<file path="config.mk">
export PLATFORM = sky130hd
export DESIGN_NAME = bank_register_controller
export DESIGN_NICKNAME = d
export VERILOG_FILES = /design/src/rtl/bank_register_controller_pkg.sv /design/src/rtl/bank_register_controller_bank_stack.sv /design/src/rtl/bank_register_controller.sv
export SDC_FILE = /design/constraint.sdc
export NUM_CORES = 1
export LEC_CHECK = 0
export BUFFER_PORTS_ARGS = -buffer_cell sky130_fd_sc_hd__buf_4
export CAP_MARGIN = 0
export CORE_UTILIZATION = 32
export CTS_CLUSTER_DIAMETER = 80
export DETAILED_ROUTE_END_ITERATION = 10
export SETUP_SLACK_MARGIN = 0.15
export SKIP_CTS_REPAIR_TIMING = 1
export SYNTH_ARGS = -nofsm -noshare
export SYNTH_HDL_FRONTEND = slang
export SYNTH_SLANG_ARGS = --single-unit
export TNS_END_PERCENT = 20
</file>
<file path="constraint.sdc">
create_clock -name clk -period 2.2 [get_ports clk]
set_input_delay 0.44 -clock clk [delete_from_list [all_inputs] [get_ports clk]]
set_output_delay 0.44 -clock clk [all_outputs]
set_load 0.01 [all_outputs]
</file>
<file path="src/rtl/bank_register_controller_pkg.sv">
// Shared constants and state encoding for the bank register controller.
package bank_register_controller_pkg;

    localparam int SRW   = 4;
    localparam int OFFW  = 3;
    localparam int ADDR  = SRW + OFFW;
    localparam int DEPTH = 4;
    localparam int SPW   = $clog2(DEPTH + 1);
    localparam int IDXW  = $clog2(DEPTH);

    localparam logic [OFFW-1:0] CNT_LAST = '1;
    localparam logic [SRW-1:0]  GLOBAL_BANK = '0;

    typedef enum logic {
        IDLE  = 1'b0,
        CLEAR = 1'b1
    } state_t;

endpackage

</file>
<file path="src/rtl/bank_register_controller_bank_stack.sv">
// DEPTH x SRW LIFO holding saved bank numbers. The caller guarantees push
// only when not full and pop only when not empty, never both together.
module bank_stack
    import bank_register_controller_pkg::*;
(
    input  logic           clk,
    input  logic           rst_n,
    input  logic           push,
    input  logic [SRW-1:0] push_data,
    input  logic           pop,
    output logic [SRW-1:0] top_data,
    output logic           full,
    output logic           empty
);

    logic [SRW-1:0] mem [DEPTH];
    logic [SPW-1:0] sp;
    logic [IDXW-1:0] top_idx;

    // Index of the most recently saved entry; only meaningful when not empty.
    always_comb begin
        top_idx = IDXW'(sp - SPW'(1));
    end

    assign top_data = mem[top_idx];
    assign full     = (sp == SPW'(DEPTH));
    assign empty    = (sp == '0);

    // Stack storage and pointer update.
    always_ff @(posedge clk or negedge rst_n) begin
        if (!rst_n) begin
            sp <= '0;
            for (int i = 0; i < DEPTH; i++) begin
                mem[i] <= '0;
            end
        end else if (push) begin
            mem[sp[IDXW-1:0]] <= push_data;
            sp                <= sp + SPW'(1);
        end else if (pop) begin
            sp <= sp - SPW'(1);
        end
    end

endmodule

</file>
<file path="src/rtl/bank_register_controller.sv">
// Owns the bank/segment register (SR): direct loads, call-style push with
// optional clear of the new bank's registers, and return-style pop.
//
// Request semantics: push, pop and sr_wr_en are single-cycle strobes sampled
// on the rising clock edge while busy is low. There is no ready handshake;
// while busy is high every request is dropped, so the requester must hold
// off. Within one cycle pop beats push beats sr_wr_en; losers are dropped.
module bank_register_controller
    import bank_register_controller_pkg::*;
(
    input  logic            clk,
    input  logic            rst_n,
    input  logic            sr_wr_en,
    input  logic [SRW-1:0]  sr_wr_data,
    input  logic            push,
    input  logic [SRW-1:0]  push_data,
    input  logic            push_clear,
    input  logic            pop,
    input  logic            err_clr,
    output logic [SRW-1:0]  sr_value,
    output logic            busy,
    output logic            clr_we,
    output logic [ADDR-1:0] clr_addr,
    output logic            stack_full,
    output logic            stack_empty,
    output logic            ovf_err,
    output logic            unf_err
);

    state_t          state;
    logic [OFFW-1:0] cnt;
    logic [SRW-1:0]  sr;
    logic [SRW-1:0]  top_data;
    logic            idle;
    logic            do_pop;
    logic            do_push;
    logic            do_wr;
    logic            pop_unf;
    logic            push_ovf;
    logic            start_clear;

    // Request arbitration: only act while idle, pop > push > direct write.
    always_comb begin
        idle        = (state == IDLE);
        do_pop      = idle && pop && !stack_empty;
        pop_unf     = idle && pop && stack_empty;
        do_push     = idle && !pop && push && !stack_full;
        push_ovf    = idle && !pop && push && stack_full;
        do_wr       = idle && !pop && !push && sr_wr_en;
        start_clear = do_push && push_clear && (push_data != GLOBAL_BANK);
    end

    bank_stack u_stack (
        .clk       (clk),
        .rst_n     (rst_n),
        .push      (do_push),
        .push_data (sr),
        .pop       (do_pop),
        .top_data  (top_data),
        .full      (stack_full),
        .empty     (stack_empty)
    );

    // SR register: restore on pop, switch bank on push, or direct load.
    always_ff @(posedge clk or negedge rst_n) begin
        if (!rst_n) begin
            sr <= '0;
        end else if (do_pop) begin
            sr <= top_data;
        end else if (do_push) begin
            sr <= push_data;
        end else if (do_wr) begin
            sr <= sr_wr_data;
        end
    end

    // Sticky error flags; a new error in the same cycle as err_clr wins.
    always_ff @(posedge clk or negedge rst_n) begin
        if (!rst_n) begin
            ovf_err <= 1'b0;
            unf_err <= 1'b0;
        end else begin
            if (push_ovf) begin
                ovf_err <= 1'b1;
            end else if (err_clr) begin
                ovf_err <= 1'b0;
            end
            if (pop_unf) begin
                unf_err <= 1'b1;
            end else if (err_clr) begin
                unf_err <= 1'b0;
            end
        end
    end

    // Clear sequencer: one write per register of the entered bank.
    always_ff @(posedge clk or negedge rst_n) begin
        if (!rst_n) begin
            state <= IDLE;
            cnt   <= '0;
        end else begin
            case (state)
                IDLE: begin
                    if (start_clear) begin
                        state <= CLEAR;
                        cnt   <= '0;
                    end
                end
                CLEAR: begin
                    cnt <= cnt + OFFW'(1);
                    if (cnt == CNT_LAST) begin
                        state <= IDLE;
                    end
                end
                default: state <= IDLE;
            endcase
        end
    end

    assign sr_value = sr;
    assign busy     = (state == CLEAR);
    assign clr_we   = (state == CLEAR);
    assign clr_addr = {sr, cnt};

endmodule

</file>
# ---- Word-level counts from Yosys, hierarchy flattened
# Index checks and enable logic that the tools add are counted.
dict set report totals {
  reg_bits 29
  latchBits 0
  ramBits 0
  mem_bits_ro 0
  out_inout_bits 17
  memories 0
}
dict set report classes {
  addsub 3
  n_mul 0
  div 0
  n_lt_le_gt_ge 3
  n_eq_ne 3
  shift 0
  mux 19
  bitwise_logic 3
  n_reduce_logical 22
}
# cell n
set ops {}
lappend ops {{4-bit 2-to-1 mux} 6}
lappend ops {{16-bit bitwise mux} 1}
lappend ops {{1-bit logical AND} 12}
lappend ops {{3-bit 2-to-1 mux} 3}
lappend ops {{4-bit binary-select mux with 2-bit select} 1}
lappend ops {{4-bit demux with 2-bit select} 1}
lappend ops {{3-bit by 1-bit adder with 3-bit output (second input constant)} 2}
lappend ops {{3-bit equality test (second input constant)} 2}
lappend ops {{3-bit >= comparator (second input constant)} 2}
lappend ops {{2-bit inverter with 3-bit output} 2}
lappend ops {{3-bit one-hot mux with 2 select lines} 1}
lappend ops {{2-bit nonzero test} 3}
lappend ops {{1-bit 2-to-1 mux} 5}
lappend ops {{1-bit zero test} 4}
lappend ops {{4-bit nonzero test} 1}
lappend ops {{3-bit zero test} 1}
lappend ops {{3-bit by 1-bit < comparator with 1-bit output (second input constant)} 1}
lappend ops {{3-bit nonzero test} 1}
lappend ops {{3-bit by 1-bit subtractor with 3-bit output (second input constant)} 1}
lappend ops {{2-bit by 1-bit != test with 1-bit output (second input constant)} 1}
lappend ops {{1-bit one-hot mux with 2 select lines} 1}
lappend ops {{1-bit inverter} 1}

# ---- Depth between registers and ports, before layout
dict set report depth {
  depth_word 8
  ltp_mapped 8
}

# ---- By module
# From an unflattened synthesis, not the netlist that was laid out.
dict set report unflattened {
  cells_unflattened 131
  area_unflattened_um2 1590.3
}
# mod instances cells_each area_each_um2 seq_area_each_um2
set modules_own_cells {}
lappend modules_own_cells {bank_stack 1 65 945.9 475.5}
lappend modules_own_cells {bank_register_controller 1 66 644.4 250.2}

# ---- Least setup slack after synthesis
# No wires, ideal clock.
dict set report synth_path {
  path_type {register -> register}
  startpoint {register u_stack.sp[0]}
  endpoint {register u_stack.sp[1]}
  setup_ns 0.132
  arrival_time_ns 1.898
  required_time_ns 2.068
  setup_slack_ns 0.170
  path_stages_with_launch 9
  path_buffers 1
  path_cell_list {dfrtp_1 buf_2 inv_1 ha_1 ha_1 nor3b_1 a21oi_1 nor2_1 o22ai_1}
}
dict set report synth_between {
  elab_chain_len 4
  word_cells_on_any_way 11
  cone_classes {add/sub (2); eq/ne (1); mux (2); reduce/logical (6)}
}
# item line_no
set synth_lines {}
lappend synth_lines {{start: declaration} bank_register_controller_bank_stack.sv:17} ;# logic [SPW-1:0] sp;
lappend synth_lines {{start signal: assignment} bank_register_controller_bank_stack.sv:38} ;# sp <= sp + SPW'(1);
lappend synth_lines {{start signal: assignment} bank_register_controller_bank_stack.sv:40} ;# sp <= sp - SPW'(1);
lappend synth_lines {{3-bit zero test} bank_register_controller_bank_stack.sv:27} ;# assign empty = (sp == '0);
lappend synth_lines {{net stack_empty} bank_register_controller.sv:25} ;# output logic stack_empty,
lappend synth_lines {{1-bit zero test} bank_register_controller.sv:45} ;# do_pop = idle && pop && !stack_empty;
lappend synth_lines {{1-bit logical AND} bank_register_controller.sv:45}
lappend synth_lines {{2-bit nonzero test (no source line)} -}
# The timed path passes the listed nets, and every way through them passes these cells. The select of a mux whose other input is x is not followed.
# A chain may end at the register's enable or synchronous reset.

# ---- Worst setup path after layout
dict set report layout_path {
  startpoint {register u_stack.sp[1]}
  endpoint {output port stack_empty}
}
dict set report layout_between {
  elab_chain_len 1
}
# item line_no
set layout_lines {}
lappend layout_lines {{3-bit zero test} bank_register_controller_bank_stack.sv:27}
lappend layout_lines {{end: declaration} bank_register_controller.sv:25}
# No other way between the ends.

==> summary.txt <==
Global routing
  • All-Layer GR Usage: between 10% and 20%
  • GRT Residual Overflow: 0
  • First-pass GRT wire length: 5610 µm
  • Initial antenna violation count: 0
  • Number of global-route vias before repair: ~1100
  • Pin count of the biggest net entering global routing: 30

STA
  • Final Max Slew Viols: 0
  • Rel. slew slack: between 70% and 80%
  • Setup Skew: about 5.5 ps
  • Final setup fails: 0
  • Unrepaired setup endpoints after global routing: false
  • Max Clock Freq: between 500 and 600 MHz
  • Min Tclk post-route: about 1900 ps
  • Setup TNS: 0 ps
  • Final Cycle Share: a little over four fifths
  • Slew @ Worst Pin: approximately 400 ps
  • Final hold vios: 0

Drt
  • Remaining antenna violation count: 0
  • Pre-antenna DRT Iters: 4
  • Wire per inst: 15.7 µm
  • Residual DRC count: 0
  • Via density per instance: between 4 and 5
  • Final WL: approximately 3500 µm
  • Via count: about 1100
  • DRT iter0 DRCs: 61

Logic synthesis
  • Largest family of logic cells by synthesized area: multiplexers
  • Synth Area in Simple Gates: ~11%
  • Primary FF master, synth: dfrtp_1
  • Multiplexer share of the synthesized area: 20.7%
  • Syn nets: around 150
  • Top cells by count, synth: 29 x dfrtp_1, 16 x mux2_4, 11 x o21ai_0, 9 x nand2_1, 8 x ha_1
  • Adder-cell area share of the yosys netlist: 6.26%
  • Top-count cell post-synth: dfrtp_1
  • Synth top area share: a little under half
  • Post-synthesis xor/xnor area fraction: 0.548%
  • Sequential share of the synthesized area: between 40% and 50%
  • Post-synth top area cell: dfrtp_1
  • Avg Cell Area, Syn: around 13 µm²
  • Post-Syn Instances: about 130
  • Number of synthesized flops with an enable pin: 0
  • Cell variety after synth: 32
  • Asr flop ratio synth: 100%
  • Area contributors post-synth: dfrtp_1 45%, mux2_4 15%, ha_1 6.3%
  • Complex-gate fraction of the synthesized area: a little over a tenth
  • Synthesized flop and latch total: 29
  • Synth warnings: 0
  • Synthesized area: 0.00160 mm²

Finish
  • Non-filler instance count after layout: roughly 220
  • Diode count: 0
  • Layout cell share with drive strength beyond 1: a little over two fifths
  • Layout area overhead: 22.0%
  • Nets: 180

Placement
  • Post-DP HPWL: approximately 2500 µm
  • I/O Buffers: 31
  • RePlAce Congestion: ~0.81
  • DP Cell Count: between 200 and 250

Worst setup path
  • Internal reg-to-reg setup slack: approximately 420 ps
  • CP max FO: 4
  • CP bufs+invs: 2
  • WP data required: around 1800 ps
  • Worst Setup Start Kind: register
  • CP most frequent cell: ha_1
  • R2R Path Start: u_stack.sp[1]$_DFFE_PN0P_
  • Arrival time at the worst endpoint: approximately 1400 ps
  • End of the worst register-to-register path: u_stack.mem[2]$_DFFE_PN0P_
  • Crit Path Category: register to output pin
  • CP max stage delay: around 400 ps
  • Register-to-Register Path Depth: 6
  • CP Cell Sequence: inv_1 > ha_1 > ha_1 > buf_4
  • Cell family with most CP delay: adder cells
  • Crit. End Element: output pin
  • CP max stage cell: dfrtp_1

CTS
  • Clock Path Buffers: 2
  • Clock Pin Slew Worst Setup and Hold Paths: roughly 60 ps
  • TritonCTS Sinks: 29
  • Num CTS Buffers: 5
  • CTS tree: built
  • H-tree levels: 2
  • Root Buffer: clkbuf_8
  • Worst-Skew Late Latency: 280 ps

Floorplanning
  • Core area: between 0.004 and 0.005 mm²
  • Num rows: 25
  • Die span in y: between 70 and 80 µm
  • Die X: 72.7 µm
  • Io pins: 32
  • Die area: around 0.0053 mm²
  • Starting density of the core: roughly a third

Power
  • Pwr per Cell Area: 1350 mW/mm²
  • P_leak: around 1.0 nW
  • Worst VDD drop: between 0.5 and 0.6 mV

Hold path
  • Hold WC Path Type: primary input to async pin

Run status
  • Status: finished clean

Flow run
  • Max-cap violations: 0
-- final cells by class --
type / instances / area [µm²]
inverter: 5 / 18.8
tap: 67 / 83.8
multi-input combinational: 83 / 788
clock buffer: 7 / 86.3
fill: 464 / 2800
timing repair buffer: 33 / 248
sequential: 29 / 726
-- logic make-up (layout without fill, tap and decap cells) --
kind of cell               after synthesis  in the layout
adders and majority gates                8              8
AOI/OAI and AO/OA                       25             25
xor gates and xnor gates                 1              1
DFF                                     29             29
muxes                                   20             20
buffers and inverters                   13             45
and+or+nand+nor                         29             29
-- sequential cells by signal, indices dropped and copies added (netlist names) --
| name | flops |
|---|---|
| unf_err | 1 |
| ovf_err | 1 |
| u_stack.mem | 16 |
| sr_value | 4 |
| cnt | 3 |
| u_stack.sp | 3 |
| busy | 1 |
-- cell usage in the layout, fill, tap and decap left out --
| cell | Yosys | layout |
|---|---|---|
| nand2_1 | 9 | 9 |
| and2_4 | 1 | 1 |
| buf_4 | 5 | 33 |
| o211a_1 | 1 | 1 |
| xnor2_1 | 1 | 1 |
| o21ai_0 | 11 | 11 |
| nand2_4 | 4 | 4 |
| nor2_1 | 3 | 3 |
| a211oi_1 | 4 | 4 |
| a21oi_1 | 1 | 1 |
| nand3b_1 | 1 | 1 |
| a21boi_4 | 1 | 1 |
| and2_1 | 1 | 1 |
| and3_1 | 4 | 4 |
| nand4_1 | 1 | 1 |
| mux4_2 | 4 | 4 |
| clkbuf_8 | 0 | 6 |
| a32o_1 | 3 | 3 |
| o211ai_1 | 1 | 1 |
| mux2_4 | 16 | 16 |
| inv_1 | 5 | 5 |
| o22ai_1 | 1 | 1 |
| clkbuf_1 | 0 | 1 |
| nand3_1 | 2 | 2 |
| o21ai_1 | 1 | 1 |
| nor3b_1 | 1 | 1 |
| or4_1 | 1 | 1 |
| a31oi_1 | 1 | 1 |
| ha_1 | 8 | 8 |
| nor2_2 | 1 | 1 |
| dfrtp_1 | 29 | 29 |
-- report_power, final --
part	total, W	internal, W	switching (W)
Clock	0.000442	0.000248	0.000194
Sequential	0.000984	0.000766	0.000218
Combinational	0.00121	0.000669	0.000545
-- layer usage --
metal / up-vias / track usage (%) / routed length, µm
li1: 515 / - / -
met1: 526 / 20.3 / 1750
met2: 42 / 23.4 / 1520
met3: 2 / 3.45 / 231
met4: 0 / 3.92 / 14
met5: - / 0 / 0
-- stage by stage --
| stage | worst slack (ps) | instance area (µm²) | utilization (%) | power (W) | hold WS, ps |
|---|---|---|---|---|---|
| floorplan | 170 | 1600 | - | 0.00184 | 144 |
| global placement | 495 | 1860 | 39.2 | 0.00218 | 381 |
| detailed placement | 449 | 1860 | 39.2 | 0.00222 | 388 |
| CTS | 331 | 1950 | 41.0 | 0.00267 | 87.8 |
| global route | 265 | 1950 | 41.0 | 0.00285 | 108 |
| finish | 333 | 1950 | 41.0 | 0.00264 | 77.5 |
-- how the worst max path moves through the flow --
| stage | start | to | slack, ps | cells after the start |
|---|---|---|---|---|
| 6_report | u_stack.sp[1]$_DFFE_PN0P_ | stack_empty | 330 | 4 |
| 5_1_grt | u_stack.sp[1]$_DFFE_PN0P_ | stack_empty | 260 | 4 |
| 4_1_cts | u_stack.sp[1]$_DFFE_PN0P_ | stack_empty | 330 | 4 |
| 3_5_place_dp | u_stack.sp[1]$_DFFE_PN0P_ | u_stack.mem[3]$_DFFE_PN0P_ | 450 | 6 |
| 3_3_place_gp | u_stack.sp[1]$_DFFE_PN0P_ | u_stack.mem[3]$_DFFE_PN0P_ | 500 | 6 |
| 2_1_floorplan | u_stack.sp[0]$_DFFE_PN0P_ | u_stack.sp[1]$_DFFE_PN0P_ | 170 | 8 |
Power figures use the tool's default switching activity.
